$ cat src/rtl/midi_pkg.sv
// midi_pkg: shared parse-state enum, MIDI opcode constants and default slot geometry.
package midi_pkg;
  typedef enum logic [1:0] {IDLE, WAIT_NOTE, WAIT_VEL} parse_state_e;
  localparam logic [3:0] NOTE_OFF = 4'h8;
  localparam logic [3:0] NOTE_ON = 4'h9;
  localparam logic [7:0] REALTIME_MIN = 8'hF8;
  localparam int DEF_NUM_SLOTS = 10;
  localparam int DEF_SLOT_W = 8;
endpackage

$ cat src/rtl/midi_note_tracker_if.sv
// midi_note_tracker_if: MIDI byte stream in, held-note slot vector and status pulses out.
interface midi_note_tracker_if import midi_pkg::*; #(
  parameter int NUM_SLOTS = DEF_NUM_SLOTS,
  parameter int SLOT_W = DEF_SLOT_W
);
  logic [7:0] midi_byte_in;
  logic midi_valid_in;
  logic [3:0] channel_in;
  logic [NUM_SLOTS*SLOT_W-1:0] received_note;
  logic [3:0] note_count;
  logic notes_changed;
  logic overflow;
  modport master (
    output midi_byte_in, midi_valid_in, channel_in,
    input received_note, note_count, notes_changed, overflow
  );
  modport slave (
    input midi_byte_in, midi_valid_in, channel_in,
    output received_note, note_count, notes_changed, overflow
  );
endinterface

$ cat src/rtl/midi_slot_finder.sv
// midi_slot_finder: combinational search for the lowest free slot and the slot holding a note.
module midi_slot_finder #(
  parameter int NUM_SLOTS = 10,
  parameter int SLOT_W = 8,
  localparam int IDX_W = $clog2(NUM_SLOTS)
) (
  input logic [NUM_SLOTS*SLOT_W-1:0] slots,
  input logic [6:0] note,
  output logic [IDX_W-1:0] lowest_free_idx,
  output logic free_found,
  output logic [IDX_W-1:0] match_idx,
  output logic match_found
);
  // Scanning downwards lets the last hit win, which is the lowest index.
  always_comb begin
    lowest_free_idx = '0;
    free_found = 1'b0;
    match_idx = '0;
    match_found = 1'b0;
    for (int i = NUM_SLOTS - 1; i >= 0; i--) begin
      if (!slots[i*SLOT_W+SLOT_W-1]) begin
        lowest_free_idx = IDX_W'(i);
        free_found = 1'b1;
      end
      if (slots[i*SLOT_W+SLOT_W-1] && slots[i*SLOT_W +: 7] == note) begin
        match_idx = IDX_W'(i);
        match_found = 1'b1;
      end
    end
  end
endmodule

$ cat src/rtl/midi_note_tracker.sv
// midi_note_tracker: parses MIDI note-on/off for one channel into a table of held notes.
// Define MIDI_RUNNING_STATUS_EN to let data-byte pairs reuse the last opcode.
module midi_note_tracker import midi_pkg::*; #(
  parameter int NUM_SLOTS = DEF_NUM_SLOTS,
  parameter int SLOT_W = DEF_SLOT_W
) (
  input logic clk_camera_in,
  input logic rst_in,
  midi_note_tracker_if.slave m
);
  localparam int IDX_W = $clog2(NUM_SLOTS);
`ifdef MIDI_RUNNING_STATUS_EN
  localparam parse_state_e DONE_STATE = WAIT_NOTE;
`else
  localparam parse_state_e DONE_STATE = IDLE;
`endif
  parse_state_e state_q, state_d;
  logic [3:0] op_q, op_d;
  logic [6:0] note_q, note_d;
  logic [NUM_SLOTS*SLOT_W-1:0] slots_q, slots_d;
  logic changed_q, changed_d, ovf_q, ovf_d;
  logic [IDX_W-1:0] free_idx, match_idx;
  logic free_found, match_found;
  logic is_rt, accept, is_data, complete, is_on, write_on, write_off;
  logic [3:0] cnt;
  midi_slot_finder #(.NUM_SLOTS(NUM_SLOTS), .SLOT_W(SLOT_W)) u_finder (
    .slots(slots_q),
    .note(note_q),
    .lowest_free_idx(free_idx),
    .free_found(free_found),
    .match_idx(match_idx),
    .match_found(match_found)
  );
  assign is_rt = m.midi_byte_in >= REALTIME_MIN;
  assign accept = (m.midi_byte_in[7:4] == NOTE_OFF || m.midi_byte_in[7:4] == NOTE_ON)
                  && m.midi_byte_in[3:0] == m.channel_in;
  assign is_data = m.midi_valid_in && !m.midi_byte_in[7];
  assign complete = is_data && state_q == WAIT_VEL;
  assign is_on = op_q == NOTE_ON && m.midi_byte_in[6:0] != 7'd0;
  assign write_on = complete && is_on && !match_found && free_found;
  assign write_off = complete && !is_on && match_found;
  always_ff @(posedge clk_camera_in or posedge rst_in) begin
    if (rst_in) begin
      state_q <= IDLE;
      op_q <= '0;
      note_q <= '0;
      slots_q <= '0;
      changed_q <= 1'b0;
      ovf_q <= 1'b0;
    end else begin
      state_q <= state_d;
      op_q <= op_d;
      note_q <= note_d;
      slots_q <= slots_d;
      changed_q <= changed_d;
      ovf_q <= ovf_d;
    end
  end
  always_comb begin
    state_d = state_q;
    op_d = op_q;
    note_d = note_q;
    if (m.midi_valid_in && m.midi_byte_in[7] && !is_rt) begin
      state_d = accept ? WAIT_NOTE : IDLE;
      op_d = accept ? m.midi_byte_in[7:4] : op_q;
    end else if (is_data && state_q == WAIT_NOTE) begin
      state_d = WAIT_VEL;
      note_d = m.midi_byte_in[6:0];
    end else if (complete) begin
      state_d = DONE_STATE;
    end
  end
  always_comb begin
    slots_d = slots_q;
    for (int i = 0; i < NUM_SLOTS; i++) begin
      if (write_on && free_idx == IDX_W'(i)) slots_d[i*SLOT_W +: SLOT_W] = SLOT_W'({1'b1, note_q});
      if (write_off && match_idx == IDX_W'(i)) slots_d[i*SLOT_W +: SLOT_W] = '0;
    end
    changed_d = slots_d != slots_q;
    ovf_d = complete && is_on && !match_found && !free_found;
  end
  always_comb begin
    cnt = '0;
    for (int i = 0; i < NUM_SLOTS; i++) cnt = cnt + 4'(slots_q[i*SLOT_W+SLOT_W-1]);
  end
  assign m.received_note = slots_q;
  assign m.note_count = cnt;
  assign m.notes_changed = changed_q;
  assign m.overflow = ovf_q;
endmodule

$ cat src/flat_wrapper.sv
// flat-port wrapper written by rule: the top's interface ports become plain ports
module midi_note_tracker_flat import midi_pkg::*;
#(
  parameter int NUM_SLOTS = DEF_NUM_SLOTS,
  parameter int SLOT_W = DEF_SLOT_W
)
  (clk_camera_in, rst_in, m_midi_byte_in, m_midi_valid_in, m_channel_in, m_received_note, m_note_count, m_notes_changed, m_overflow);
  midi_note_tracker_if #(.NUM_SLOTS(NUM_SLOTS), .SLOT_W(SLOT_W)) m_i ();
  input logic clk_camera_in;
  input logic rst_in;
  input wire logic [$bits(m_i.midi_byte_in)-1:0] m_midi_byte_in;
  input wire logic [$bits(m_i.midi_valid_in)-1:0] m_midi_valid_in;
  input wire logic [$bits(m_i.channel_in)-1:0] m_channel_in;
  output wire logic [$bits(m_i.received_note)-1:0] m_received_note;
  output wire logic [$bits(m_i.note_count)-1:0] m_note_count;
  output wire logic [$bits(m_i.notes_changed)-1:0] m_notes_changed;
  output wire logic [$bits(m_i.overflow)-1:0] m_overflow;
  assign m_i.midi_byte_in = m_midi_byte_in;
  assign m_i.midi_valid_in = m_midi_valid_in;
  assign m_i.channel_in = m_channel_in;
  assign m_received_note = m_i.received_note;
  assign m_note_count = m_i.note_count;
  assign m_notes_changed = m_i.notes_changed;
  assign m_overflow = m_i.overflow;
  midi_note_tracker #(.NUM_SLOTS(NUM_SLOTS), .SLOT_W(SLOT_W)) u_core (.clk_camera_in(clk_camera_in), .rst_in(rst_in), .m(m_i));
endmodule
$ cat config.mk
export PLATFORM = sky130hd
export DESIGN_NAME = midi_note_tracker_flat
export DESIGN_NICKNAME = d
export VERILOG_FILES = /design/src/rtl/midi_pkg.sv /design/src/rtl/midi_note_tracker_if.sv /design/src/rtl/midi_slot_finder.sv /design/src/rtl/midi_note_tracker.sv /design/src/flat_wrapper.sv
export SDC_FILE = /design/constraint.sdc
export NUM_CORES = 1
export LEC_CHECK = 0
export ABC_CLOCK_PERIOD_IN_PS = 6450
export BUFFER_PORTS_ARGS = -buffer_cell sky130_fd_sc_hd__buf_2
export CELL_PAD_IN_SITES_DETAIL_PLACEMENT = 0
export CELL_PAD_IN_SITES_GLOBAL_PLACEMENT = 2
export CORE_UTILIZATION = 37
export DETAILED_ROUTE_END_ITERATION = 16
export PLACE_DENSITY_LB_ADDON = 0.1
export SETUP_SLACK_MARGIN = 0.3
export SYNTH_ARGS = -nofsm -noshare
export SYNTH_HDL_FRONTEND = slang
export SYNTH_HIERARCHICAL = 1
export SYNTH_SLANG_ARGS = --single-unit
$ cat constraint.sdc
create_clock -name clk_camera_in -period 6.45 [get_ports clk_camera_in]
set_input_delay 0.645 -clock clk_camera_in [delete_from_list [all_inputs] [get_ports clk_camera_in]]
set_output_delay 0.645 -clock clk_camera_in [all_outputs]
set_load 0.02 [all_outputs]
* Yosys cells after proc, flatten, opt, wreduce, memory -nomap -nowiden *
Cells that the tools add are included.

storage, ports and cells
  register bits after elaboration = 95
  bits in latches = 0
  memory bits (writable) = 0
  bits in read-only memories = 0
  output and inout port bits = 86
  logic and storage cells = 171
  memories kept = 0

cells by class
  add/subtract/negate cells = 9
  $mul = 0
  div/mod/pow operators = 0
  magnitude comparators = 1
  equality and inequality tests = 35
  shift operators = 0
  muxes and demuxes = 64
  bitwise logic cells = 1
  reduce and logical (&&, ||, !) cells = 55

operators with widths
  operator            number
  $mux 8              20
  $mux 4              20
  $ne 80x80->1        1
  $eq 7x7->1          10
  $logic_and 1x1->1   43
  $add 4x1->4         8
  $eq 4x3->1 const B  8
  $eq 4x4->1 const B  7
  $mux 1              21
  $eq 4x2->1 const B  4
  $eq 4x1->1 const B  2
  $ge 8x8->1 const B  1
  $logic_not 4->1     2
  $reduce_bool 7->1   1
  $mux 2              3
  $logic_not 1->1     5
  $eq 4x4->1          1
  $reduce_and 2->1    2
  $reduce_bool 3->1   1
  $add 1x1->2         1
  $eq 2x1->1 const B  1
  $eq 2x2->1 const B  1
  $logic_or 1x1->1    1
  $not 1->1           1

* Depth between registers and ports, before layout *
  word-level depth = 19
  gate-level depth with buffers = 16
  gate-level depth less buffers = 14

* By module *
Netlist, hierarchy kept.

modules (own cells, without submodules)
  module             times used  cells each  area an instance (um2)
  midi_note_tracker  1           716         5935.7
  midi_slot_finder   1           141         1054.8

* Least setup slack after synthesis *
No wires, ideal clock.

  path type = reg2out
  start point = register u_core.slots_q[47], in the netlist u_core/m.received_note[47]
  end point = output port m_note_count[2]
  arrival = 3.042 ns
  setup slack = 2.763 ns
  stages on the path, launching flop included = 10
  buffers on the path = 0
  cell sequence = dfrtp_1 -> inv_1 -> fa_1 -> fa_1 -> fa_1 -> inv_1 -> ha_1 -> inv_1 -> fa_1 -> xnor2_1

on the way
  word-level cells in the longest chain between the ends = 5

RTL lines
  what                      line                     source
  start, declared           midi_note_tracker.sv:20  logic [NUM_SLOTS*SLOT_W-1:0] slots_q, slots_d;
  start signal, assigned    midi_note_tracker.sv:54  slots_q <= slots_d;
  $add 4x1->4 (5 in a row)  midi_note_tracker.sv:84  for (int i = 0; i < NUM_SLOTS; i++) cnt = cnt + 4'(slots_q[i*SLOT_W+SLOT_W-1]);
  end, declared             flat_wrapper.sv:15       output wire logic [$bits(m_i.note_count)-1:0] m_note_count;

Every way passes these cells.

* Worst setup path after layout *
  start point = register u_core.note_q[3]
  end point = register u_core.changed_q, in the netlist u_core/m.notes_changed

RTL lines
  what                                line                     source
  start, declared                     midi_note_tracker.sv:19  logic [6:0] note_q, note_d;
  start signal, assigned              midi_note_tracker.sv:53  note_q <= note_d;
  $eq 7x7->1                          midi_slot_finder.sv:25   if (slots[i*SLOT_W+SLOT_W-1] && slots[i*SLOT_W +: 7] == note) begin
  $logic_and 1x1->1                   midi_slot_finder.sv:25
  $mux 4 (9 in a row)                 midi_slot_finder.sv:25
  $mux 4 *                            midi_slot_finder.sv:25
  net u_core.match_idx[0]             midi_note_tracker.sv:22  logic [IDX_W-1:0] free_idx, match_idx;
  $eq 4x1->1 (tied with other cells)  midi_note_tracker.sv:77  if (write_off && match_idx == IDX_W'(i)) slots_d[i*SLOT_W +: SLOT_W] = '0;
  $logic_and 1x1->1                   midi_note_tracker.sv:77
  $mux 8                              midi_note_tracker.sv:77
  $ne 80x80->1 *                      midi_note_tracker.sv:79  changed_d = slots_d != slots_q;
  net u_core.changed_d                midi_note_tracker.sv:21  logic changed_q, changed_d, ovf_q, ovf_d;
  end signal, assigned                midi_note_tracker.sv:55  changed_q <= changed_d;
  end, declared                       midi_note_tracker.sv:21

The timed path passes the listed nets; every way through them passes the cells marked *.
A chain may end at the register's enable or synchronous reset.

==> results.ini <==
[clock_network]
cts.sinks = 95
htree_num_levels = 3
clkTransAtPathRegs_ns = 0.08
cts_made_buffers = 9
postCtsSetupBuffers = 0
clock_latency_ns = 0.36
cts_tree = yes
clock_path_buffers = 2
clockRootBuffer = clkbuf_16
cts_resized = 0
hold_buffers = 0

[logic_synthesis]
synth_most_common_cell = nor2_1
synth_flop_cell = dfrtp_1
syn_area_mm2 = 0.00699
synth_cells = 857
synth_seq_area_share = 0.340
syn_avg_cell_area_um2 = 8.16
ys_warn_count = 6
synthDominantCellAreaShare = 0.340
yosysUniqueCellTypes = 80
synth_area_leaders = dfrtp_1, xnor2_1, nor2_1
synth_edf_count = 0
synth-seq-cells = 95
synth_nets = 880
synth_common_cells = nor2_1, dfrtp_1, nand2_1, xnor2_1, a21oi_1
ys_async_sr_fraction = 1.00
synth_top_cell_by_area = dfrtp_1

[setup_path]
worstPathMaxFanout = 20
crit_path_start = u_core/note_q[3]$_DFFE_PP0P_
required_ns = 6.68
crit_chain = xnor2_1 -> nand4_1 -> nor2_2 -> a211oi_1 -> or3_1 -> a221oi_2 -> nor2_1 -> nand2b_1 -> o21ai_0 -> a211oi_1 -> o221ai_1 -> nor4_1 -> nand4_1 -> or4_1
startpoint_type = flop
crit_type = flop to flop
critical_path_arrival_ns = 5.48
crit_slowest_cell = dfrtp_1
r2r-start = u_core/note_q[3]$_DFFE_PP0P_
crit_path_end_kind = flop
cp_slowest_stage_delay_ns = 1.15

[sta]
final-setup-viol-count = 0
post-route-min-period_ns = 5.25
tns_ns = 0
finalHoldViolCount = 0
slew_viol_final = 0
maxSlewHeadroom = 0.190
fin_worst_skew_ns = 0.0122
worst_slew_pin_slew_ns = 1.21
rsz0062_at_grt = no
finalCritPeriodShare = 0.813
clock.fmax_mhz = 191

[routing]
vias = 7443
dr.pass1.iters = 6
drc = 0
vias_per_cell = 6.33
drtAntennaViolNets = 0
wl_per_cell_um = 26.4
totalWireLength_mm = 31.0
drt-initial-drc-count = 814

[floorplanning]
initial_core_util = 0.384
rows = 49
fp.dieH_um = 139
io_pins = 101
die-area_mm2 = 0.0194
die_x_um = 139
core-area_mm2 = 0.0182

[placed_design]
post_dp_cell_area_mm2 = 0.00768
gp_congestion = 1.00
dpl.hpwl_mm = 22.4
place_inst = 1159
port_buffers = 100

[cells_and_area]
fin_util = 0.439
drive_gt1_frac = 0.169
fill_cells = 1877
stdcell_count = 1175
multi_input_area_mm2 = 0.00421
fin_area_mm2 = 0.00799
nNetsFinal = 964
num_antenna_cells = 0
syn_to_final_growth_pct = 14.3
seq_area_mm2 = 0.00238

[power]
clkPwrFrac = 0.442
combPwrFrac = 0.084
p_sw_frac = 0.270
switching_power_uw = 352
pwr-share-seq = 0.474
power_leakage_uw = 0.00349
p_int_uw = 949
powerDensity_mw_per_mm2 = 163
ir_drop_uv = 137

[grt]
grt_max_degree = 54
grt_pass1_wl_mm = 46.2
grt_overflow_total = 0
grt_use_total = 0.323
antenna_found_initial = 0
grt_pass1_vias = 7053

[outcome]
status = complete, no violations

[hold_path]
min_path_type = input pin to asynchronous set/reset pin

[job]
drv_cap = 0

==> logic make-up (layout without fill, tap and decap cells) <==
group | Yosys count | in the layout | share of synthesized area
DFF | 95 | 95 | 0.340
and+or+nand+nor | 352 | 352 | 0.253
xor gates and xnor gates | 81 | 81 | 0.103
muxes | 22 | 22 | 0.0324
adders and majority gates | 8 | 8 | 0.0208
AOI/OAI and AO/OA | 213 | 213 | 0.194
buffers and inverters | 86 | 175 | 0.0571
==> registers in the layout, indices dropped and copies added (netlist names) <==
signal / count
u_core/m.received_note: 80
u_core/state_q: 2
u_core/m.overflow: 1
u_core/m.notes_changed: 1
u_core/note_q: 7
u_core/op_q: 4
==> worst max-delay path, delay by kind of cell, from the launching register on <==
family          cells  cell delay (ns)
simple gates        8             2.26
flops               1             1.15
compound gates      5             1.50
xor+xnor            1             0.19
==> power groups by stage <==
stage | sequential, µW | clock (µW) | combinational [µW]
2_1_floorplan | 617 | 0 | 77.5
3_3_place_gp | 627 | 0 | 107
3_5_place_dp | 628 | 0 | 107
4_1_cts | 616 | 586 | 107
5_1_grt | 617 | 613 | 116
6_report | 617 | 575 | 109
==> metal layers <==
| layer | vias up | share of wire | track usage |
|---|---|---|---|
| met1 | 3715 | 0.45 | 0.451 |
| met5 | - | 0 | 0.0150 |
| met2 | 400 | 0.44 | 0.493 |
| li1 | 3262 | - | - |
| met3 | 66 | 0.077 | 0.0578 |
| met4 | 0 | 0.033 | 0.125 |
==> final cells by class <==
| class | count | area share |
|---|---|---|
| clock inverter | 5 | 0.00799 |
| inverter | 38 | 0.0182 |
| timing repair buffer | 121 | 0.0824 |
| clock buffer | 11 | 0.0304 |
| multi-input combinational | 676 | 0.528 |
| tap | 229 | 0.0359 |
| sequential | 95 | 0.298 |
==> metrics by stage <==
stage | hold WS [ns] | worst slack, ns | total power [µW]
2_1_floorplan | 0.465 | 2.76 | 694
3_3_place_gp | 0.486 | 1.46 | 734
3_5_place_dp | 0.493 | 1.39 | 735
4_1_cts | 0.353 | 1.38 | 1310
5_1_grt | 0.382 | 0.904 | 1350
6_report | 0.317 | 1.20 | 1300
==> layout by cell type, fill, tap and decap left out, types with 24 or more instances in the layout <==
| cell type | instances |
|---|---|
| inv_1 | 33 |
| o22ai_1 | 25 |
| nand3_1 | 24 |
| a21oi_1 | 59 |
| xnor2_1 | 66 |
| nor2_1 | 107 |
| dfrtp_1 | 95 |
| nand2_1 | 92 |
| nand4_1 | 34 |
| o21ai_0 | 56 |
| buf_2 | 100 |
==> path summary, 6_finish.rpt <==
kind / to / slack (ns) / cells past startpoint
max reg2reg: u_core/m.notes_changed$_DFF_PP0_ / 1.20 / 14
min: u_core/m.received_note[63]$_DFF_PP0_ / 0.32 / 2
min in group clk_camera_in: u_core/op_q[1]$_DFFE_PP0P_ / 0.50 / 1
min reg2reg: u_core/op_q[1]$_DFFE_PP0P_ / 0.50 / 1
max: u_core/m.notes_changed$_DFF_PP0_ / 1.20 / 14
max in group asynchronous: u_core/m.received_note[42]$_DFF_PP0_ / 5.00 / 3
Power figures use the tool's default switching activity.
